## config.mk

```make
export PLATFORM = sky130hd
export DESIGN_NAME = branch_resolve_ctrl
export DESIGN_NICKNAME = d
export VERILOG_FILES = /design/src/rtl/branch_resolve_ctrl.sv
export SDC_FILE = /design/constraint.sdc
export NUM_CORES = 1
export LEC_CHECK = 0
export BUFFER_PORTS_ARGS = -buffer_cell sky130_fd_sc_hd__buf_2
export CORE_MARGIN = 3
export CORE_UTILIZATION = 43
export DETAILED_ROUTE_END_ITERATION = 7
export PLACE_DENSITY_LB_ADDON = 0.3
export SLEW_MARGIN = 40
export SYNTH_ARGS = -nofsm -noshare
export SYNTH_HDL_FRONTEND = slang
export SYNTH_SLANG_ARGS = --single-unit
```

## constraint.sdc

```tcl
create_clock -name clk -period 5.6 [get_ports clk]
set_clock_uncertainty 0.05 [all_clocks]
set_input_delay 1.4 -clock clk [delete_from_list [all_inputs] [get_ports clk]]
set_output_delay 1.4 -clock clk [all_outputs]
set_load 0.02 [all_outputs]
```

## src/rtl/branch_resolve_ctrl.sv

```systemverilog
// Execute-stage branch/jump resolver: evaluates the condition, checks the prediction, flushes and redirects fetch.
// Optional statistics counters are built only when BRANCH_STATS_EN is defined.
module branch_unit (
  input  logic [2:0]  funct3,
  input  logic [31:0] a,
  input  logic [31:0] b,
  output logic        taken
);
  always_comb begin
    taken = 1'b0;
    case (funct3)
      3'b000:  taken = (a == b);
      3'b001:  taken = (a != b);
      3'b100:  taken = ($signed(a) <  $signed(b));
      3'b101:  taken = ($signed(a) >= $signed(b));
      3'b110:  taken = (a <  b);
      3'b111:  taken = (a >= b);
      default: taken = 1'b0;
    endcase
  end
endmodule

module branch_resolve_ctrl #(
  parameter int XLEN   = 32,
  parameter int STAT_W = 32
) (
  input  logic              clk,
  input  logic              rst,
  input  logic              in_valid,
  output logic              in_ready,
  input  logic [2:0]        in_funct3,
  input  logic              in_is_jal,
  input  logic              in_is_jalr,
  input  logic [XLEN-1:0]   in_pc,
  input  logic [XLEN-1:0]   in_imm,
  input  logic [XLEN-1:0]   in_rs1,
  input  logic [XLEN-1:0]   in_rs2,
  input  logic              in_pred_taken,
  input  logic              kill,
  output logic              res_valid,
  output logic              res_taken,
  output logic [XLEN-1:0]   res_link,
  output logic              misalign_exc,
  output logic              flush,
  output logic              redir_valid,
  input  logic              redir_ready,
  output logic [XLEN-1:0]   redir_pc,
  output logic [STAT_W-1:0] stat_branches,
  output logic [STAT_W-1:0] stat_mispred
);
  typedef enum logic [1:0] {S_IDLE, S_EVAL, S_REDIR} state_t;

  state_t            state_reg, state_next;
  logic [2:0]        funct3_reg;
  logic              jal_reg, jalr_reg, pred_reg;
  logic [XLEN-1:0]   pc_reg, imm_reg, rs1_reg, rs2_reg, redir_pc_reg;

  logic              bu_taken, take, misalign, mispred, accept;
  logic [XLEN-1:0]   jalr_sum, target, link, next_pc;

  branch_unit u_bu (.funct3(funct3_reg), .a(rs1_reg), .b(rs2_reg), .taken(bu_taken));

  // Resolution datapath works purely on the latched op.
  always_comb begin
    jalr_sum = rs1_reg + imm_reg;
    target   = jalr_reg ? {jalr_sum[XLEN-1:1], 1'b0} : (pc_reg + imm_reg);
    link     = pc_reg + XLEN'(4);
    take     = jal_reg | jalr_reg | bu_taken;
    next_pc  = take ? target : link;
    misalign = take & target[1];
    mispred  = ~misalign & ((take != pred_reg) | jalr_reg);
  end

  assign accept = in_valid & in_ready;

  always_ff @(posedge clk or posedge rst) begin
    if (rst) state_reg <= S_IDLE;
    else     state_reg <= state_next;
  end

  always_comb begin
    state_next = state_reg;
    if (kill) begin
      state_next = S_IDLE;
    end else begin
      case (state_reg)
        S_IDLE:  if (accept) state_next = S_EVAL;
        S_EVAL:  state_next = mispred ? S_REDIR : S_IDLE;
        S_REDIR: if (redir_ready) state_next = S_IDLE;
        default: state_next = S_IDLE;
      endcase
    end
  end

  always_comb begin
    in_ready     = (state_reg == S_IDLE) & ~kill & ~rst;
    res_valid    = (state_reg == S_EVAL) & ~kill;
    res_taken    = res_valid & take;
    res_link     = res_valid ? link : '0;
    misalign_exc = res_valid & misalign;
    flush        = res_valid & mispred;
    redir_valid  = (state_reg == S_REDIR) & ~kill;
    redir_pc     = redir_pc_reg;
  end

  always_ff @(posedge clk or posedge rst) begin
    if (rst) begin
      funct3_reg   <= '0;
      jal_reg      <= 1'b0;
      jalr_reg     <= 1'b0;
      pred_reg     <= 1'b0;
      pc_reg       <= '0;
      imm_reg      <= '0;
      rs1_reg      <= '0;
      rs2_reg      <= '0;
      redir_pc_reg <= '0;
    end else begin
      if (accept) begin
        funct3_reg <= in_funct3;
        jal_reg    <= in_is_jal;
        jalr_reg   <= in_is_jalr;
        pred_reg   <= in_pred_taken;
        pc_reg     <= in_pc;
        imm_reg    <= in_imm;
        rs1_reg    <= in_rs1;
        rs2_reg    <= in_rs2;
      end
      if (flush) redir_pc_reg <= next_pc;
    end
  end

`ifdef BRANCH_STATS_EN
  // Index 0 counts resolved ops, index 1 counts entries into REDIRECT.
  logic [1:0]        stat_inc;
  logic [STAT_W-1:0] stat_cnt_reg [2];

  assign stat_inc = {flush, res_valid};

  generate
    for (genvar gi = 0; gi < 2; gi++) begin : g_stat
      always_ff @(posedge clk or posedge rst) begin
        if (rst)               stat_cnt_reg[gi] <= '0;
        else if (stat_inc[gi]) stat_cnt_reg[gi] <= stat_cnt_reg[gi] + STAT_W'(1);
      end
    end
  endgenerate

  assign stat_branches = stat_cnt_reg[0];
  assign stat_mispred  = stat_cnt_reg[1];
`else
  assign stat_branches = '0;
  assign stat_mispred  = '0;
`endif
endmodule

```

== After elaboration in Yosys (flattened, before gate mapping) ==
Cells that the tools add are included.
Storage, ports and cells
  word-level logic and storage cells: 57
  flip-flop bits (word level): 168
  latch bits: 0
  memories kept: 0
  RAM bits: 0
  output and inout bits: 134
  bits in read-only memories: 0
Cells by class
  multipliers: 0
  bitwise logic cells: 16
  order comparisons: 4
  shift-type cells: 0
  multiplexer cells: 9
  reductions and logical operators: 3
  eq/ne operators: 12
  divide/modulo/power cells: 0
  add/subtract/negate cells: 3
Operators by type and width (number)
  $mux W32: 3
  $add A32 B32 Y32: 2
  $ge A32 B32 Y1: 2
  $lt A32 B32 Y1: 2
  $add A32 B3 Y32 const B: 1
  $eq A32 B32 Y1: 1
  $ne A32 B32 Y1: 1
  $eq A3 B3 Y1 const B: 4
  $and A1 B1 Y1: 10
  $mux W2: 4
  $ne A3 B3 Y1 const B: 2
  $pmux W1 S6: 1
  $pmux W2 S3: 1
  $eq A3 B1 Y1 const B: 1
  $logic_not A3 Y1: 1
  $not A1 Y1: 3
  $or A1 B1 Y1: 3
  $eq A2 B1 Y1 const B: 1
  $eq A2 B2 Y1 const B: 1
  $logic_not A2 Y1: 1
  $reduce_and A2 Y1: 1
  $ne A1 B1 Y1: 1

== Logic depth before layout (Yosys ltp) ==
  depth in word-level cells: 9
  depth in mapped cells: 15
  mapped depth without buffers: 13

== Modules after synthesis ==
A second synthesis with hierarchy kept.
Second synthesis, totals
  cells, all modules: 1247
  area total of the unflattened synthesis: 12060.3 um^2
By module, submodules not included
  branch_resolve_ctrl: instances 1, area each 11104.4 um^2, seq. area each 4204.0 um^2, cells each 1117
  branch_unit: instances 1, area each 955.9 um^2, seq. area each 0.0 um^2, cells each 130

== Worst setup path before layout ==
OpenSTA, ideal clock, no wires.
  path kind: flip-flop to output port
  start point: register rs1_reg[27]
  end point: output misalign_exc
  data required time: 4.150 ns
  cell stages (with the launch flop): 12
  path slack: 1.173 ns
  arrival: 2.977 ns
  path through: dfrtp_1 ha_1 a21oi_1 o21a_1 a21oi_1 a221o_1 o311a_1 nor4b_4 a31o_1 buf_4 inv_2 nor3_1
On the way
  cells in the longest elaborated chain, start to end: 5
  elaborated cells between the ends (all ways): 10
RTL lines
  from (decl): RTL line 56  | logic [XLEN-1:0] pc_reg, imm_reg, rs1_reg, rs2_reg, redir_pc_reg;
  from (signal assigned): RTL line 125  | rs1_reg <= in_rs1;
  $ge A32 B32 Y1 (tied with other cells): RTL line 17  | 3'b111: taken = (a >= b);
  $pmux W1 S6 (*): RTL line 11  | case (funct3)
  $or A1 B1 Y1 (*): RTL line 68  | take = jal_reg | jalr_reg | bu_taken;
  $and A1 B1 Y1 (*): RTL line 70  | misalign = take & target[1];
  $and A1 B1 Y1 (*): RTL line 100  | misalign_exc = res_valid & misalign;
  to (decl): RTL line 43  | output logic misalign_exc,
Every way passes the cells marked *; elsewhere a longest branch is shown, timed or not.

== Worst setup path in the final report ==
  start point: register rs1_reg[27]
  end point: output flush
On the way
  cells in the longest elaborated chain, start to end: 7
  elaborated cells between the ends (all ways): 14
RTL lines
  $ge A32 B32 Y1 (tied with other cells): RTL line 17
  $pmux W1 S6 (*): RTL line 11
  $or A1 B1 Y1 (*): RTL line 68
  $ne A1 B1 Y1 / $and A1 B1 Y1 (equally long branches): RTL line 71, 70
  $or A1 B1 Y1 / $not A1 Y1 (equally long branches): RTL line 71  | mispred = ~misalign & ((take != pred_reg) | jalr_reg);
  $and A1 B1 Y1 (*): RTL line 71
  $and A1 B1 Y1 (*): RTL line 101  | flush = res_valid & mispred;
  to (decl): RTL line 44  | output logic flush,
Marks and branches as above.

==> flow_summary.toml <==
[synth]
synthArstFlopShare_pct = 100
syn-cell-area_um2 = 11800
synth_top_flop_cell = "dfrtp_1"
ys_types = 66
ys_warn_count = 0
netlist_instances = 1273
syn_area_per_cell_um2 = 9.30
ys_seq_area_share_pct = 35.5
synth_seq_cells = 168
synth_edf_count = 0

[critical_path]
worst-path-stages = 11
rr_startpoint = "rs1_reg[27]"
critical-path-top-delay-family = "compound AO/OA/AOI/OAI gates"
worstSetupPathType = "flip-flop to output port"
crit_required_ns = 4.15
worstPathCellList = "ha_1 > nand4_1 > nor4_1 > nand2_1 > a21oi_1 > o311ai_0 > nor4b_4 > a41o_1 > a21o_2 > inv_4 > buf_2"
cp_slowest_cell = "nor4_1"
cpPeakStageDelay_ns = 0.65
crit_start = "rs1_reg[27]"
rr_endpoint = "redir_pc[5]"
cp_max_fo = 27
r2r_setup_slack_ns = 1.58
endpoint_kind = "output port"
worst-path-buf-inv = 2
worstSetupStartpointType = "flip-flop"
r2r_cells = 12
crit_end = "flush"
cp.arrival_ns = 3.83

[power_and_ir_drop]
p_comb_share_pct = 51.6
seqPwrFrac_pct = 29.9
swShare_pct = 43.4
ir_drop_v = 0.000195
p_int_mw = 3.54
powerDensity_nw_per_um2 = 462
power.switching_mw = 2.72
leakage_nw = 6.48
total_power_mw = 6.26
p_clk_share_pct = 18.5

[sta]
max_freq_ghz = 0.189
rsz0062_at_grt = "false"
fin_ws_ns = 0.316
hold_ws_ns = 0.428
maxSlewViolCount = 0
slew_headroom_pct = 53.8
fin_crit_ns = 5.28
tightest_slew_ns = 0.687
period_share_pct = 94.4
timing.setup.tns_ns = 0
hold_viol = 0
finalSetupViolCount = 0

[final_layout]
nNetsFinal = 1696
syn2layout_area_growth_pct = 14.3
final_area_um2 = 13500
utilization_pct = 50.1
mostFrequentLayoutCell = "buf_2"
diodes = 0
final_cell_count_no_fill = 1815
layout_common_cells = "208 x buf_2, 167 x dfrtp_1, 116 x nand2_1, 108 x mux2_2, 100 x nor2_1"
drive_gt1_share_pct = 25.6

[clock_network]
clk_pin_slew_worst_paths_ns = 0.07
clock_sinks = 168
post_cts_buffers = 0
clock_latency_ns = 0.43
cts-resized-gates = 0
clk_path_buf_depth = 2
cts_root_buf = "clkbuf_16"
holdBufCountCts = 0
htree_levels = 4
tritoncts = "built"
numCtsBuffers = 17

[place]
gp_congestion = 0.920
place_ws_ns = 0.739
io_buffer_count = 208
hpwl_um = 25900
dpl.cell_count = 1783
postPlaceCellArea_um2 = 13000

[floorplan]
coreArea_um2 = 27000
die_x_um = 172
die-area_um2 = 29600
start_util_pct = 43.8
die_y_um = 172
rows = 60
ioPinCount = 273

[route]
detail_route.wl_per_cell_um = 18.2
vias = 9834
wl_um = 33000
via_per_inst = 5.42
drt_iter0_drc = 735
antenna_left = 0
drtPass1Iterations = 5
drc = 0

[job]
maxCapViolCount = 0

[global_route]
antenna_found_initial = 0
grt_pass1_wl_um = 51100
grt_overflow_total = 0
grtUsageTotal_pct = 22.2
grt_max_degree = 99
first_global_vias = 9388

[outcome]
status = "finished clean"

[worst_hold_path]
worstHoldPathType = "flip-flop to flip-flop"
cell usage after synthesis, types with 10 or more instances:
library cell  instances  area share (%)
a21o_1               27             1.7
a21oi_1              78             3.3
and2_1               10            0.53
and3_1               14            0.74
buf_4                68             4.3
clkbuf_1             30            0.95
dfrtp_1             168              36
ha_1                 94             9.9
inv_1                51             1.6
mux2_2              108              10
mux2i_1              13             1.1
nand2_1             116             3.7
nand3_1              28             1.2
nand4_1              18            0.95
nor2_1              100             3.2
nor3_1               13            0.55
o211ai_1             13            0.82
o21a_1               14            0.89
o21ai_0              91             3.8
xnor2_1              46             3.4
xor2_1               33             2.4
power groups by stage:
| stage | sequential, mW | combinational, mW | clock [mW] |
|---|---|---|---|
| 6_report | 1.87 | 3.23 | 1.16 |
| 5_1_grt | 1.91 | 3.59 | 1.23 |
| 4_1_cts | 1.87 | 3.21 | 1.18 |
| 3_5_place_dp | 1.89 | 3.18 | 0 |
| 3_3_place_gp | 1.88 | 3.14 | 0 |
| 2_1_floorplan | 1.88 | 2.33 | 0 |
cell families after synthesis:
logic type               Yosys count  synth area share [%]
AO/OA/AOI/OAI                    294                  15.4
buffers and inverters            164                  7.57
multiplexers                     122                  11.5
AND/OR/NAND/NOR                  349                  13.9
flip-flops                       168                  35.5
other                              1                0.0317
XOR/XNOR                          79                  5.84
adder cells (fa/ha/maj)           96                  10.3
how the worst min path moves through the flow:
| stage | start | endpoint | slack [ns] | cells after the start |
|---|---|---|---|---|
| 3_5_place_dp | redir_pc[13] | redir_pc[13] | 0.42 | 2 |
| 4_1_cts | redir_pc[19] | redir_pc[19] | 0.43 | 2 |
| 3_3_place_gp | redir_pc[1] | redir_pc[1] | 0.41 | 2 |
| 6_report | redir_pc[14] | redir_pc[14] | 0.43 | 2 |
| 2_1_floorplan | jal_reg | jal_reg | 0.43 | 1 |
| 5_1_grt | redir_pc[13] | redir_pc[13] | 0.46 | 2 |
cell type report:
cell class / instances / area (um^2)
fillers: 2604 / 13500
multi-input cells: 1004 / 6980
flip-flops and latches: 168 / 4210
repair buffers: 217 / 1150
clock buffers: 19 / 443
well taps: 341 / 427
inverters: 53 / 205
clock inverters: 13 / 121
worst reg2reg max path, stage by stage, from the launching register on:
cell and delay, ns:
dfrtp_1 0.40, ha_1 0.33, nand4_1 0.15, nor4_1 0.65, nand2_1 0.11, a21oi_1 0.37, nor4_1 0.15, nor4b_4 0.34
a31o_2 0.25, buf_4 0.46, o311a_1 0.32, a21oi_1 0.07, mux2_4 0.27
per-layer routing:
layer | track usage (%) | wire, um
met1 | 33.3 | 16100
met2 | 34.3 | 14500
met3 | 2.90 | 2000
met4 | 4.89 | 382
met5 | 0 | 0
No activity file was read; power rests on OpenSTA's default activity.
